## config.mk

```make
export PLATFORM = sky130hd
export DESIGN_NAME = ff_run_sequencer
export DESIGN_NICKNAME = d
export VERILOG_FILES = /design/src/rtl/ff_run_sequencer.sv
export SDC_FILE = /design/constraint.sdc
export NUM_CORES = 1
export LEC_CHECK = 0
export ABC_AREA = 1
export CAP_MARGIN = 20
export CORE_UTILIZATION = 59
export DETAILED_ROUTE_END_ITERATION = 10
export MAX_ROUTING_LAYER = met4
export PLACE_DENSITY = 0.86
export SLEW_MARGIN = 25
export SYNTH_ARGS = -nofsm -noshare
export SYNTH_HDL_FRONTEND = slang
export SYNTH_SLANG_ARGS = --single-unit
```

## constraint.sdc

```tcl
create_clock -name clk -period 3.4 [get_ports clk]
set_clock_uncertainty 0.05 [all_clocks]
set_input_delay 0.34 -clock clk [delete_from_list [all_inputs] [get_ports clk]]
set_output_delay 0.34 -clock clk [all_outputs]
set_load 0.02 [all_outputs]
```

## src/rtl/ff_run_sequencer.sv

```systemverilog
// ff_run_sequencer: runs one feed_forward inference pass from a command.
// It checks the command, streams N parameter words from a synchronous
// memory into feed_forward, pulses start, and waits for oldu or a timeout.
module ff_run_sequencer #(
  parameter int ADDR_W  = 8,
  parameter int DATA_W  = 32,
  parameter int TIMEOUT = 4096
) (
  input  logic              clk,
  input  logic              rst,
  input  logic              cmd_valid,
  output logic              cmd_ready,
  input  logic [3:0]        cfg_l1,
  input  logic [3:0]        cfg_l2,
  input  logic [3:0]        cfg_l3,
  input  logic [3:0]        cfg_l4,
  input  logic [ADDR_W-1:0] base_addr,
  output logic              mem_rd,
  output logic [ADDR_W-1:0] mem_addr,
  input  logic [DATA_W-1:0] mem_data,
  output logic [3:0]        ff_first,
  output logic [3:0]        ff_second,
  output logic [3:0]        ff_third,
  output logic [3:0]        ff_fourth,
  output logic              ff_load,
  output logic [DATA_W-1:0] ff_data,
  output logic              ff_start,
  input  logic              ff_oldu,
  output logic              busy,
  output logic              done,
  output logic              err
);

  // Wait counter holds 0..TIMEOUT-1; range check needs room for base + 735.
  localparam int TW = $clog2(TIMEOUT + 1);
  localparam int SW = ADDR_W + 11;
  localparam logic [SW-1:0] ADDR_SPAN = SW'(1) << ADDR_W;

  typedef enum logic [2:0] {
    S_IDLE, S_CHECK, S_LOAD, S_STREAM, S_GAP, S_START, S_WAIT
  } state_t;

  state_t state, state_n;

  logic [3:0]        l1_q, l2_q, l3_q, l4_q;
  logic [ADDR_W-1:0] base_q;
  logic [9:0]        n_q;
  logic [9:0]        n_calc;
  logic [9:0]        cnt;
  logic [TW-1:0]     wcnt;
  logic              rd_d1;
  logic [DATA_W-1:0] data_q;
  logic              done_n, err_n;
  logic              zero_layer, range_bad;
  logic              accept, show_cfg;
  logic [SW-1:0]     end_addr;

  assign accept = (state == S_IDLE) && cmd_valid;

  // Word count of the whole network (max 735, fits 10 bits).
  always_comb begin
    n_calc = 10'(cfg_l1)
           + 10'(cfg_l1) * 10'(cfg_l2) + 10'(cfg_l2)
           + 10'(cfg_l2) * 10'(cfg_l3) + 10'(cfg_l3)
           + 10'(cfg_l3) * 10'(cfg_l4) + 10'(cfg_l4);
  end

  // Command legality, evaluated on the latched copy during CHECK.
  always_comb begin
    zero_layer = (l1_q == 4'd0) || (l2_q == 4'd0) ||
                 (l3_q == 4'd0) || (l4_q == 4'd0);
    end_addr   = SW'(base_q) + SW'(n_q);
    range_bad  = end_addr > ADDR_SPAN;
  end

  // State register.
  always_ff @(posedge clk or negedge rst) begin
    if (!rst) state <= S_IDLE;
    else      state <= state_n;
  end

  // Next-state logic; done/err are decided here and registered below so
  // they appear in the first IDLE cycle together with cmd_ready.
  always_comb begin
    state_n = state;
    done_n  = 1'b0;
    err_n   = 1'b0;
    case (state)
      S_IDLE:   if (cmd_valid) state_n = S_CHECK;
      S_CHECK: begin
        if (zero_layer || range_bad) begin
          err_n   = 1'b1;
          state_n = S_IDLE;
        end else begin
          state_n = S_LOAD;
        end
      end
      S_LOAD:   state_n = S_STREAM;
      // cnt reaches N on the cycle the last word is presented.
      S_STREAM: if (cnt == n_q) state_n = S_GAP;
      S_GAP:    state_n = S_START;
      S_START:  state_n = S_WAIT;
      S_WAIT: begin
        if (ff_oldu) begin
          done_n  = 1'b1;
          state_n = S_IDLE;
        end else if (wcnt == TW'(TIMEOUT - 1)) begin
          err_n   = 1'b1;
          state_n = S_IDLE;
        end
      end
      default:  state_n = S_IDLE;
    endcase
  end

  // Command latch: sizes, base and word count captured on accept.
  always_ff @(posedge clk or negedge rst) begin
    if (!rst) begin
      l1_q   <= '0;
      l2_q   <= '0;
      l3_q   <= '0;
      l4_q   <= '0;
      base_q <= '0;
      n_q    <= '0;
    end else if (accept) begin
      l1_q   <= cfg_l1;
      l2_q   <= cfg_l2;
      l3_q   <= cfg_l3;
      l4_q   <= cfg_l4;
      base_q <= base_addr;
      n_q    <= n_calc;
    end
  end

  // Stream word counter and oldu timeout counter.
  always_ff @(posedge clk or negedge rst) begin
    if (!rst) begin
      cnt  <= '0;
      wcnt <= '0;
    end else begin
      if (state == S_LOAD)        cnt <= 10'd1;
      else if (state == S_STREAM) cnt <= cnt + 10'd1;
      if (state == S_START)       wcnt <= '0;
      else if (state == S_WAIT)   wcnt <= wcnt + TW'(1);
    end
  end

  // Read-return tracking and hold register for the last delivered word.
  always_ff @(posedge clk or negedge rst) begin
    if (!rst) begin
      rd_d1  <= 1'b0;
      data_q <= '0;
      done   <= 1'b0;
      err    <= 1'b0;
    end else begin
      rd_d1 <= mem_rd;
      if (rd_d1) data_q <= mem_data;
      done  <= done_n;
      err   <= err_n;
    end
  end

  // Memory reads: word 0 in LOAD, words 1..N-1 in STREAM; the final
  // STREAM cycle only delivers the last word.
  always_comb begin
    mem_rd   = 1'b0;
    mem_addr = '0;
    if (state == S_LOAD) begin
      mem_rd   = 1'b1;
      mem_addr = base_q;
    end else if (state == S_STREAM && cnt < n_q) begin
      mem_rd   = 1'b1;
      mem_addr = base_q + ADDR_W'(cnt);
    end
  end

  // Word i is forwarded the cycle it returns so it lines up with the read
  // schedule; afterwards the held copy keeps ff_data steady.
  assign ff_data = rd_d1 ? mem_data : data_q;

  // Layer sizes are presented from LOAD until the pass ends.
  assign show_cfg  = (state != S_IDLE) && (state != S_CHECK);
  assign ff_first  = show_cfg ? l1_q : 4'd0;
  assign ff_second = show_cfg ? l2_q : 4'd0;
  assign ff_third  = show_cfg ? l3_q : 4'd0;
  assign ff_fourth = show_cfg ? l4_q : 4'd0;

  assign ff_load   = (state == S_LOAD);
  assign ff_start  = (state == S_START);
  assign cmd_ready = (state == S_IDLE);
  assign busy      = (state != S_IDLE);

endmodule

```

== After elaboration in Yosys (flattened, before gate mapping) ==
Index checks and enable logic that the tools add are counted.
W data, S select, Z words.

* Register bits: 95
* Bits in latches: 0
* RAM bits: 0
* ROM bits: 0
* Input port bits: 60
* Output and inout port bits: 63
* Logic and storage cells: 81
* Memories kept: 0

* $add $sub $neg: 10
* Multiply operators: 3
* Div/mod/pow operators: 0
* $lt $le $gt $ge: 2
* Equal/unequal tests: 12
* Shift operators: 0
* Muxes and demuxes: 25
* Bitwise logic cells: 0
* Reduce and logical (&&, ||, !) cells: 16

{| class="wikitable"
|+ Operators with widths
! operator !! count
|-
| $mux W32 || 1
|-
| $mux W13 || 2
|-
| $mul A4 B4 Y8 || 3
|-
| $pmux W3 S7 || 1
|-
| $add A10 B4 Y10 || 2
|-
| $add A10 B8 Y10 || 2
|-
| $mux W10 || 2
|-
| $logic_not A4 Y1 || 4
|-
| $mux W4 || 4
|-
| $mux W8 || 2
|-
| $add A13 B1 Y13 const B || 1
|-
| $eq A13 B12 Y1 const B || 1
|-
| $mux W3 || 4
|-
| $add A8 B10 Y11 || 1
|-
| $gt A11 B9 Y1 const B || 1
|-
| $add A10 B1 Y10 const B || 1
|-
| $add A9 B4 Y10 || 1
|-
| $eq A10 B10 Y1 || 1
|-
| $lt A10 B10 Y1 || 1
|-
| $add A4 B8 Y9 || 1
|-
| $eq A3 B3 Y1 const B || 3
|-
| $add A8 B8 Y8 || 1
|-
| $mux W1 || 7
|-
| $eq A3 B2 Y1 const B || 2
|-
| other kinds (12) || 19
|}

== Logic depth before layout (Yosys ltp) ==
Gate-level depths: netlist of the first run.

* Depth after elaboration: 7
* Gate-level depth with buffers: 24
* Depth with buffers taken out: 23

== Worst setup path before layout of the first run ==
Ideal clock, no wire load.

* Path kind: in2reg
* Start point: in cfg_l2[3]
* End point: reg n_q[7]
* Library setup time: 65 ps
* Arrival time: 5096 ps
* Data required time: 3285 ps
* Slack: -1811 ps
* Stages: 22
* Buffers on the path: 1
* Cell sequence: clkbuf_1 > nand2_1 > fa_1 > inv_1 > fa_1 > fa_1 > fa_1 > fa_1 > inv_1 > fa_1 > inv_1 > ha_1 > nand2_1 > nand2_1 > a31oi_1 > inv_1 > nand2_1 > nand2_1 > a21oi_1 > xor2_1 > nand2_1 > nand2_1

* Cells in the longest elaborated chain, start to end: 7
* Elaborated cells on any way between the ends: 8
* Classes of those cells: add/sub (6); mul (2)

{| class="wikitable"
|+ Ends and longest elaborated chain
! element !! line !! source
|-
| start, declared || 14 || <nowiki>input logic [3:0] cfg_l2,</nowiki>
|-
| $mul A4 B4 Y8 || 63 || <nowiki>+ 10'(cfg_l1) * 10'(cfg_l2) + 10'(cfg_l2)</nowiki>
|-
| $add A4 B8 Y9 || 63 ||
|-
| $add A9 B4 Y10 || 63 ||
|-
| $add A10 B8 Y10 (*) || 64 || <nowiki>+ 10'(cfg_l2) * 10'(cfg_l3) + 10'(cfg_l3)</nowiki>
|-
| $add A10 B4 Y10 (*) || 64 ||
|-
| $add A10 B8 Y10 (*) || 65 || <nowiki>+ 10'(cfg_l3) * 10'(cfg_l4) + 10'(cfg_l4);</nowiki>
|-
| $add A10 B4 Y10 (*) || 65 ||
|-
| end signal, assigned || 131 || <nowiki>n_q <= n_calc;</nowiki>
|-
| end, declared || 47 || <nowiki>logic [9:0] n_q;</nowiki>
|}

Mark *: on every way between the ends. The rest lies on a longest branch, timed or not.
A chain may end at the register's enable or synchronous reset.

== Worst setup path in the final report of the first run ==
* Start point: in cfg_l2[2]
* End point: reg n_q[7]

Same word-level chain as after synthesis.

==> metrics.csv, run 1 <==
stage,metric,value,unit
status,status,finished with violations,
status,failing checks,negative setup slack,
worst_setup_path,CP Launch Type,input port,
worst_setup_path,crit-path cells,"buf_12, ha_4, inv_2, fa_1, inv_2, fa_2, fa_2, fa_2, fa_1, inv_2, fa_1, inv_2, ha_4, nand2_2, nand2_2, a31oi_4, inv_2, nand2_2, nand2_2, a21oi_2, xor2_1, nand2_1, nand2_1",
routing,WL met1,7258,µm
routing,metal3 WL,1213,µm
synth,post-synth top area share,0.3202,
placed_design,GP Congestion,0.9000,
synth,cell count after synthesis,877,
worst_setup_path,Worst Path Required,3640,ps
synth,async set or reset register ratio after synthesis,1.000,
layout,number of antenna diodes,0,
hold_path,hold path endpoint,l3_q[3]$_DFFE_PN0P_,
placed_design,dpl hpwl,14160,µm
grt,largest net degree at the start of global routing,52,
worst_setup_path,cell count of the worst reg-to-reg path,15,
sta,RSZ-0062 raised after global routing,true,
hold_path,hold crit path type,input port to flip-flop,
sta,final period utilization,1.404,
layout,layout cells sized above 1,0.1989,
layout,Area Overhead vs Synth,30.76,%
worst_setup_path,Critical Path Sink Type,flip-flop,
clock_tree,clock sink count,95,
worst_setup_path,Setup CP Type,input port to flip-flop,
synth,syn_nets,1056,
worst_setup_path,CP arrival,5020,ps
synth,syn_area_per_cell,8.465,µm²
routing,DR WL/cell,16.50,µm
routing,Total Wirelength,20030,µm
hold_path,Hold Path Cell Cnt,4,
synth,Synth Cell Area,7423,µm²
clock_tree,later-pin clock latency in the skew report,360,ps
routing,routed vias/inst,5.480,
die,initial core utilization,0.6104,
die,core region area,12160,µm²
layout,Fillers,743,
routing,DRT Pass-1 Iters,5,
die,Die W,114.2,µm
worst_setup_path,FF-to-FF End,err$_DFF_PN0_,
synth,synthesized flop and latch total,95,
worst_setup_path,largest stage delay on the critical path,550,ps
sta,Rel. slew slack,0.5426,
synth,Most used DFF post-synth,dfrtp_1,
sta,Final Hold Violating Endpoints,0,
worst_setup_path,Reg2Reg Setup Slack,1090,ps
routing,"antenna viol nets, final",0,
worst_setup_path,CP max FO,6,
routing,DR iter-0 viols,513,
grt,first-pass GRT wire length,31440,µm
sta,Setup Viol. Count Final,8,
power_and_ir_drop,leakage,5.007,nW
grt,number of global-route vias before repair,6810,
power_and_ir_drop,PD cells,1066,nW/µm²
clock_tree,Root Driver,clkbuf_16,
synth,"area leader, netlist",dfrtp_1,
synth,synth warn,0,
worst_setup_path,CP dominant cell by count,inv_2,
routing,Residual DRC,0,
clock_tree,TritonCTS Buffers,9,
clock_tree,clock-pin slew reported for the worst setup and hold paths after clock tree synthesis,70,ps
routing,met2 routed WL,10660,µm
die,die area,13030,µm²
die,Die Span Y,114.2,µm
grt,initial antenna violation count,0,
layout,Final nets,1220,
run,Max Cap Viol,0,
synth,post-synthesis sequential area ratio,0.3202,
routing,top sig layer,met4,
synth,top-count cell post-synth,nand2_1,
sta,Slew @ Worst Pin,686.1,ps
synth,Synth area leaders,"dfrtp_1 32%, fa_1 13%, ha_1 12%",
placed_design,Placement Cell Area,9185,µm²
clock_tree,CTS max path bufs,2,
clock_tree,clock tree from TritonCTS,done,
synth,number of enable flip-flop cells after synthesis,0,
routing,via count,6653,
sta,min setup slack post-route,-1373,ps
power_and_ir_drop,Worst VDD drop,884.0,µV
placed_design,port bufs,122,
layout,final instance area,9707,µm²
worst_setup_path,cell at the slowest stage of the critical path,fa_2,
sta,"Slew Viols, Final",0,
worst_setup_path,FF-to-FF Start,n_q[0]$_DFFE_PN0P_,
die,# rows,40,
clock_tree,H-tree levels,3,
synth,Post-synth top cells,"190 x nand2_1, 187 x inv_1, 95 x dfrtp_1",
sta,Final min period,4773,ps
grt,global route overflow,0,
synth,Cell variety after synth,41,
grt,Tot GR Track Use,0.3204,
hold_path,HP Start,cfg_l3[3],
die,Ports,123,
sta,fmax,0.2095,GHz
sta,WHS,255.6,ps
## how the worst max path moves through the flow
stage	from	end	cells after the start
global route	cfg_l3[3]	n_q[9]$_DFFE_PN0P_	22
floorplan	cfg_l3[2]	n_q[7]$_DFFE_PN0P_	22
global placement	cfg_l2[3]	n_q[7]$_DFFE_PN0P_	22
finish	cfg_l2[2]	n_q[7]$_DFFE_PN0P_	23
detailed placement	cfg_l2[3]	n_q[7]$_DFFE_PN0P_	22
CTS	cfg_l3[3]	n_q[9]$_DFFE_PN0P_	22
## timing repair
item,4_1_cts,5_1_grt
hold endpoints to repair,21,0
hold buffers,1,0
setup endpoints to repair,9,10
pin swaps,30,33
resized for setup,105,43
gates cloned,0,0
buffers inserted,2,3
## state kept, by name (all words and copies together) (netlist names)
| name | count |
|---|---|
| l1_q | 4 |
| l2_q | 4 |
| wcnt | 13 |
| rd_d1 | 1 |
| n_q | 10 |
| l4_q | 4 |
| state | 3 |
| done | 1 |
| data_q | 32 |
| err | 1 |
| l3_q | 4 |
| base_q | 8 |
| cnt | 10 |
## metrics by stage
stage	setup slack, ps	util	instances	TNS [ps]	total power [mW]
finish	-1373	0.7981	1214	-8861	10.34
global route	-1531	0.7981	1214	-9879	11.11
CTS	-1367	0.7880	1212	-8918	9.970
detailed placement	-2306	0.7552	1193	-16340	8.415
global placement	-2095	0.7552	1193	-15290	8.099
floorplan	-1410	-	877	-8421	5.992
## cell type report
cell class              instances  area, µm²  area share
inverters                     195      734.5     0.07566
repair buffers                175       1653      0.1703
multi-input cells             565       4423      0.4557
clock buffers                   9      225.2     0.02320
clock inverters                 7      83.83    0.008636
flip-flops and latches         95       2377      0.2449
well taps                     168      210.2     0.02166
## power by group
| group | switching, mW | internal, mW |
|---|---|---|
| sequential | 0.298 | 1.58 |
| combinational | 4.01 | 3.40 |
| clock | 0.467 | 0.584 |
| total | 4.78 | 5.57 |
## logic make-up (layout without fill, tap and decap cells)
| logic type | count (synthesis) | in the layout | share of synthesized area |
|---|---|---|---|
| simple gates | 301 | 301 | 0.1770 |
| mux | 32 | 32 | 0.04854 |
| buf+inv | 217 | 386 | 0.1131 |
| compound gates | 100 | 100 | 0.07467 |
| flops | 95 | 95 | 0.3202 |
| xor+xnor | 13 | 13 | 0.01534 |
| fa+ha+maj | 119 | 119 | 0.2511 |
## placed cells by master (no fill, tap or decap), types with 3 or more instances in the layout
master and count:
nand2_1 174, buf_2 7, mux2_1 4, buf_6 19, xnor2_1 4, clkdlybuf4s50_1 104
inv_1 164, xor2_1 8, buf_4 40, ha_1 60, dfrtp_1 95, inv_2 30
o21ai_1 17, clkbuf_16 9, fa_1 39, nand3_1 30, nand2_4 4, nand4_1 12
inv_6 3, a21oi_2 3, nor2_2 7, nor2_1 40, nor2_4 4, nand2_2 18
a21oi_1 25, o21ai_0 34, ha_4 7, fa_2 11, o22ai_1 5, mux2_2 28
nor3_1 5
## worst max-delay path, delay by kind of cell
kind            cells  cell delay (ps)
xor+xnor            1              170
compound gates      2              330
simple gates        6              440
fa+ha+maj           8             3330
buf+inv             6              390
## routing by layer
layer / GRT usage / vias up
met1: 0.3433 / 3188
li1: - / 3068
met2: 0.5713 / 304
met4: 0.1610 / 0
met3: 0.05453 / 93
met5: - / -
Power figures use the tool's default switching activity.
==> inputs of run 2 (changes only) <==
- ABC_AREA: 1 -> not set
- CORE_UTILIZATION: 59 -> 55
- PLACE_DENSITY: 0.86 -> 0.81
- clock period: 3.4 -> 5.22 ns (I/O delays scaled with it)
==> run 2 against run 1 <==
  * The flow now finishes without violations
  * Die area grew 3.9%
  * Setup slack improved by 1500 ps
  * Routed wire length down 14%
  * Cell area decreased by 4.7%
  * Sequential power shrank 31%
==> metrics.csv, run 2 <==
stage,metric,value,unit
status,status,completed,
die,core region area,12670,µm²
sta,"Slew Viols, Final",0,
synth,Cell variety after synth,64,
routing,via count,5777,
synth,Synth area leaders,"dfrtp_1 33%, fa_1 14%, ha_1 12%",
die,# rows,41,
synth,"area leader, netlist",dfrtp_1,
sta,final period utilization,0.9800,
clock_tree,clock sink count,95,
synth,synthesized flop and latch total,95,
grt,initial antenna violation count,0,
synth,post-synth top area share,0.3303,
clock_tree,CTS max path bufs,2,
layout,Regs by FF count,"data_q x32, wcnt x13",
power_and_ir_drop,sw frac,0.4355,
grt,Tot GR Track Use,0.2736,
sta,Slew @ Worst Pin,976.8,ps
die,initial core utilization,0.5681,
synth,cell count after synthesis,736,
synth,syn_area_per_cell,9.780,µm²
layout,Biggest register,data_q,
die,Ports,123,
worst_setup_path,Reg2Reg Setup Slack,2590,ps
worst_setup_path,CP Launch Type,input port,
sta,Final Hold Violating Endpoints,0,
synth,async set or reset register ratio after synthesis,1.000,
synth,post-synthesis sequential area ratio,0.3303,
synth,Synth Area in Compound Gates,0.1159,
synth,number of enable flip-flop cells after synthesis,0,
power_and_ir_drop,PD cells,629.6,nW/µm²
synth,Most used DFF post-synth,dfrtp_1,
grt,global route overflow,0,
placed_design,Placement Cell Area,8848,µm²
worst_setup_path,cell count of the worst reg-to-reg path,9,
synth,Post-synth top cells,"105 x inv_1, 95 x dfrtp_1, 89 x nand2_1",
layout,number of antenna diodes,0,
clock_tree,clock tree from TritonCTS,done,
routing,DRT Pass-1 Iters,4,
run,Max Cap Viol,0,
routing,DR WL/cell,16.10,µm
die,Die Span Y,116.4,µm
sta,RSZ-0062 raised after global routing,true,
clock_tree,H-tree levels,3,
layout,most frequent cells in the layout,"105 x clkdlybuf4s50_1, 96 x inv_1, 94 x dfrtp_1, 87 x nand2_1, 65 x ha_1",
worst_setup_path,FF-to-FF End,state[1]$_DFFE_PN0P_,
clock_tree,TritonCTS Buffers,9,
placed_design,GP Congestion,0.8898,
routing,Residual DRC,0,
clock_tree,Root Driver,clkbuf_16,
sta,min setup slack post-route,104.4,ps
die,Die W,116.4,µm
synth,simple-gate share of the synthesized area,0.1488,
synth,top-count cell post-synth,inv_1,
worst_setup_path,Setup CP Type,input port to flip-flop,
worst_setup_path,cell at the slowest stage of the critical path,fa_1,
layout,final instance area,9251,µm²
hold_path,hold crit path type,input port to asynchronous set/reset pin,
grt,first-pass GRT wire length,27450,µm
synth,largest family of logic cells by synthesized area,adder cells,
power_and_ir_drop,Reg power frac,0.222,
synth,Synth Area in Adders,0.2590,
die,die area,13550,µm²
synth,Post-Synth XOR/XNOR Area,0.02312,
layout,number of flip-flops in the largest register,32,
worst_setup_path,largest stage delay on the critical path,550,ps
clock_tree,later-pin clock latency in the skew report,340,ps
sta,Final min period,5116,ps
worst_setup_path,CP max FO,4,
power_and_ir_drop,Worst VDD drop,431.5,µV
synth,syn_nets,915,
grt,number of global-route vias before repair,5693,
routing,"antenna viol nets, final",0,
placed_design,dpl hpwl,13540,µm
power_and_ir_drop,P_int,3.288,mW
layout,layout cells sized above 1,0.1548,
power_and_ir_drop,leakage,4.523,nW
clock_tree,clock-pin slew reported for the worst setup and hold paths after clock tree synthesis,60,ps
routing,Total Wirelength,17220,µm
routing,routed vias/inst,5.399,
worst_setup_path,crit path from,cfg_l2[3],
power_and_ir_drop,clock power share,0.109,
layout,"commonest non-fill, non-tap cell in the layout",clkdlybuf4s50_1,
synth,post-synthesis mux area share,0.05562,
worst_setup_path,CP arrival,5290,ps
power_and_ir_drop,Switch Pwr,2.537,mW
worst_setup_path,FF-to-FF Start,n_q[0]$_DFFE_PN0P_,
layout,Area Overhead vs Synth,28.52,%
synth,Synth Cell Area,7198,µm²
sta,Rel. slew slack,0.3464,
worst_setup_path,Critical Path Sink Type,flip-flop,
worst_setup_path,crit-path cells,"clkbuf_2, buf_6, inv_2, fa_1, fa_1, inv_2, fa_1, fa_1, fa_1, inv_1, fa_1, inv_1, ha_1, a21o_1, a21oi_2, o21ai_2, a31oi_2, mux2i_1, nand3_1",
placed_design,Setup WS pre-CTS,-766.4,ps
power_and_ir_drop,Logic pwr share,0.670,
sta,fmax,0.1955,GHz
worst_setup_path,Worst Path Required,5400,ps
sta,Setup Viol. Count Final,0,
grt,largest net degree at the start of global routing,63,
worst_setup_path,CP dominant cell by count,fa_1,
synth,synth warn,0,
placed_design,port bufs,122,
routing,DR iter-0 viols,272,
layout,Final nets,1073,
==> run 2: cell types whose count changed after synthesis, moves of 7 or more <==
cell	delta
a21o_1	+8
a21oi_1	-12
a22o_1	+11
and2_1	+11
inv_1	-82
inv_2	-7
mux2_1	+10
mux2_2	-10
nand2_1	-101
nand3_1	-12
nand4_1	-8
nor2b_1	+18
o21ai_1	-9
==> run 2: kinds of logic after synthesis <==
| logic type | Yosys count |
|---|---|
| AOI/OAI and AO/OA | 118 |
| xor gates and xnor gates | 19 |
| adders and majority gates | 119 |
| buffers and inverters | 127 |
| DFF | 95 |
| muxes | 36 |
| and+or+nand+nor | 222 |
==> run 2: critical path, delay by kind of cell <==
kind | cells | cell delay (ps)
AOI/OAI and AO/OA | 4 | 700
adders and majority gates | 7 | 3360
buffers and inverters | 6 | 420
muxes | 1 | 210
and+or+nand+nor | 1 | 80
==> run 2: timing repair <==
action,in CTS,in global routing
buffers inserted,6,2
gates resized for setup,34,66
endpoints found under the setup margin,6,5
pin swaps,18,33
cloned,0,0
hold buffers,0,0
==> run 2: area by class of cell <==
class                   instances  area, µm²
multi-input cells             514       4428
clock buffers                  11      232.7
fillers                       898       3420
clock inverters                 4      48.80
flip-flops and latches         95       2379
well taps                     172      215.2
repair buffers                167       1534
inverters                     107      414.1
==> run 2: metrics by stage <==
step	util	setup TNS [ps]	power, mW	hold WS [ps]	cells
after floorplan	-	-30.51	3.671	176.4	736
after global placement	0.6982	-2774	4.859	409.6	1048
after detailed placement	0.6983	-3470	5.025	420.3	1048
after CTS	0.7252	0	5.803	64.59	1068
after global routing	0.7301	-93.46	6.318	87.17	1070
final	0.7301	0	5.825	52.49	1070
==> run 2: routing by layer <==
metal / vias up / wire, µm / GRT usage
met2: 161 / 8678 / 0.4722
met1: 2830 / 7286 / 0.3334
met4: 0 / 329 / 0.08547
met3: 28 / 929 / 0.03581
met5: - / 0 / -
li1: 2758 / - / -
==> run 2: worst max-delay path by stage <==
stage | end | slack [ps] | cells past startpoint
3_3_place_gp | n_q[9]$_DFFE_PN0P_ | -600 | 18
2_1_floorplan | n_q[9]$_DFFE_PN0P_ | -30 | 19
4_1_cts | n_q[9]$_DFFE_PN0P_ | 20 | 19
5_1_grt | n_q[9]$_DFFE_PN0P_ | -70 | 20
6_report | n_q[9]$_DFFE_PN0P_ | 100 | 19
3_5_place_dp | n_q[9]$_DFFE_PN0P_ | -770 | 20
==> run 2: power groups by stage <==
stage               Sequential, mW  Combinational [mW]  Clock (mW)
floorplan                     1.15                2.52           0
global placement              1.28                3.58           0
detailed placement            1.30                3.72           0
CTS                           1.29                3.87       0.643
global route                  1.33                4.32       0.674
finish                        1.29                3.90       0.633
==> inputs of run 3 (changes only) <==
- CORE_UTILIZATION: 55 -> 30
- PLACE_DENSITY: 0.81 -> 0.49
==> run 3 against run 2 <==
  * Routed wire length decreased by 2.0%
  * Critical path depth decreased by 1
  * Combinational power barely moved
  * Highest routed layer unchanged
  * Maximum frequency grew 1.4%
==> metrics.csv, run 3 (synthesized netlist as in run 2, its figures left out) <==
stage,metric,value,unit
status,status,completed,
die,core region area,23470,µm²
routing,via count,5510,
power_and_ir_drop,Switch Pwr,2.488,mW
layout,number of flip-flops in the largest register,32,
sta,final period utilization,0.9668,
layout,layout cells sized above 1,0.1516,
placed_design,port bufs,122,
routing,met2 routed WL,7885,µm
worst_setup_path,largest stage delay on the critical path,550,ps
layout,FF/Latch Area,2377,µm²
worst_setup_path,CP Launch Type,input port,
sta,Final min period,5047,ps
placed_design,GP Congestion,0.8067,
sta,min setup slack post-route,173.5,ps
clock_tree,later-pin clock latency in the skew report,360,ps
grt,first-pass GRT wire length,27390,µm
layout,most frequent cells in the layout,"105 x clkdlybuf4s50_1, 95 x dfrtp_1, 92 x inv_1, 89 x nand2_1, 68 x ha_1",
worst_setup_path,Setup CP Type,input port to flip-flop,
routing,DRT Pass-1 Iters,6,
power_and_ir_drop,Logic pwr share,0.669,
layout,"commonest non-fill, non-tap cell in the layout",clkdlybuf4s50_1,
power_and_ir_drop,P_int,3.311,mW
power_and_ir_drop,clock power share,0.118,
worst_setup_path,Worst Path Required,5410,ps
routing,WL met1,8080,µm
worst_setup_path,crit-path cells,"clkdlybuf4s15_1, nand2_1, fa_2, inv_1, fa_2, fa_2, fa_2, fa_1, inv_1, fa_1, inv_1, ha_1, a21o_1, a21oi_2, o21ai_2, a31oi_1, mux2i_1, nand3_1",
sta,WHS,236.9,ps
grt,largest net degree at the start of global routing,70,
routing,Residual DRC,0,
layout,Final Core Density,0.4006,
layout,number of antenna diodes,0,
sta,"Slew Viols, Final",0,
die,Die Span Y,156.9,µm
clock_tree,clock tree from TritonCTS,done,
layout,Final nets,1071,
routing,"antenna viol nets, final",0,
placed_design,dpl hpwl,13410,µm
power_and_ir_drop,leakage,4.521,nW
die,Ports,123,
worst_setup_path,CP dominant cell by count,fa_2,
die,initial core utilization,0.3067,
grt,initial antenna violation count,0,
routing,DR iter-0 viols,246,
clock_tree,Root Driver,clkbuf_16,
sta,Final Hold Violating Endpoints,0,
layout,Biggest register,data_q,
run,Max Cap Viol,0,
worst_setup_path,CP max FO,4,
grt,Tot GR Track Use,0.1471,
sta,fmax,0.1982,GHz
worst_setup_path,FF-to-FF End,state[1]$_DFFE_PN0P_,
sta,Setup TNS,0,ps
sta,Rel. slew slack,0.4040,
routing,routed vias/inst,4.531,
worst_setup_path,Critical Path Sink Type,flip-flop,
clock_tree,clock-pin slew reported for the worst setup and hold paths after clock tree synthesis,70,ps
layout,Area Overhead vs Synth,30.63,%
grt,number of global-route vias before repair,5444,
power_and_ir_drop,sw frac,0.4291,
sta,Setup Viol. Count Final,0,
clock_tree,CTS max path bufs,2,
grt,global route overflow,0,
worst_setup_path,cell count of the worst reg-to-reg path,9,
routing,Total Wirelength,16880,µm
worst_setup_path,FF-to-FF Start,base_q[0]$_DFFE_PN0P_,
placed_design,Setup WS pre-CTS,-717.2,ps
layout,Regs by FF count,"data_q x32, wcnt x13",
routing,metal3 WL,723,µm
power_and_ir_drop,Reg power frac,0.213,
die,# rows,56,
worst_setup_path,cell at the slowest stage of the critical path,fa_2,
layout,Fillers,2374,
clock_tree,clock sink count,95,
sta,Slew @ Worst Pin,894.0,ps
worst_setup_path,Reg2Reg Setup Slack,2590,ps
routing,DR WL/cell,13.88,µm
clock_tree,H-tree levels,3,
worst_setup_path,CP arrival,5240,ps
clock_tree,TritonCTS Buffers,9,
routing,top sig layer,met4,
hold_path,hold crit path type,input port to asynchronous set/reset pin,
die,Die W,156.9,µm
power_and_ir_drop,Worst VDD drop,398.5,µV
layout,multi-input logic area,4389,µm²
die,die area,24620,µm²
power_and_ir_drop,PD cells,616.7,nW/µm²
==> run 3: worst max-delay path: cells and delay by family <==
family,cells,cell delay (ps)
AOI/OAI and AO/OA,4,640
muxes,1,200
adders and majority gates,7,3280
buffers and inverters,4,400
and+or+nand+nor,2,190
==> run 3: through the flow <==
stage	instance area (µm²)	std cells	total power [mW]
after detailed placement	9016	1193	5.012
final	9403	1216	5.799
after CTS	9379	1215	5.846
after global placement	9016	1193	4.995
after global routing	9403	1216	6.387
after floorplan	7211	736	3.671
==> run 3: routing by layer <==
metal  global-route usage  up-vias
met3              0.02120       13
met1               0.1914     2630
met5                    -        -
met2               0.2364      107
met4              0.04482        0
li1                     -     2760
==> run 3: power groups by stage <==
| stage | registers [mW] | clock network [mW] | logic (mW) |
|---|---|---|---|
| after global routing | 1.28 | 0.738 | 4.37 |
| final | 1.23 | 0.687 | 3.88 |
| after detailed placement | 1.25 | 0 | 3.76 |
| after global placement | 1.25 | 0 | 3.75 |
| after floorplan | 1.15 | 0 | 2.52 |
| after CTS | 1.24 | 0.713 | 3.89 |
==> run 3: layout make-up <==
class / count / share of cell area
Timing Repair Buffer: 165 / 0.1613
Clock inverter: 7 / 0.007984
Clock buffer: 9 / 0.02395
Inverter: 107 / 0.04471
Tap cell: 319 / 0.04245
Sequential cell: 95 / 0.2528
Multi-Input combinational cell: 514 / 0.4668
==> run 3: what timing repair did <==
action                                  in CTS  in global routing
setup buffers                                6                  1
pin swaps                                   25                 29
hold buffers                                 0                  0
endpoints found under the hold margin        0                  0
endpoints found under the setup margin       5                  5
gates resized for setup                     29                 58
==> run 3: worst max path at each step <==
stage                     startpoint            endpoint  slack [ps]
final                      cfg_l3[0]  n_q[9]$_DFFE_PN0P_         170
after global routing       cfg_l3[0]  n_q[9]$_DFFE_PN0P_         -30
after CTS                  cfg_l4[3]  n_q[9]$_DFFE_PN0P_          10
after detailed placement   cfg_l1[0]  n_q[9]$_DFFE_PN0P_        -720
after global placement     cfg_l1[0]  n_q[9]$_DFFE_PN0P_        -680
after floorplan            cfg_l1[3]  n_q[9]$_DFFE_PN0P_         -30
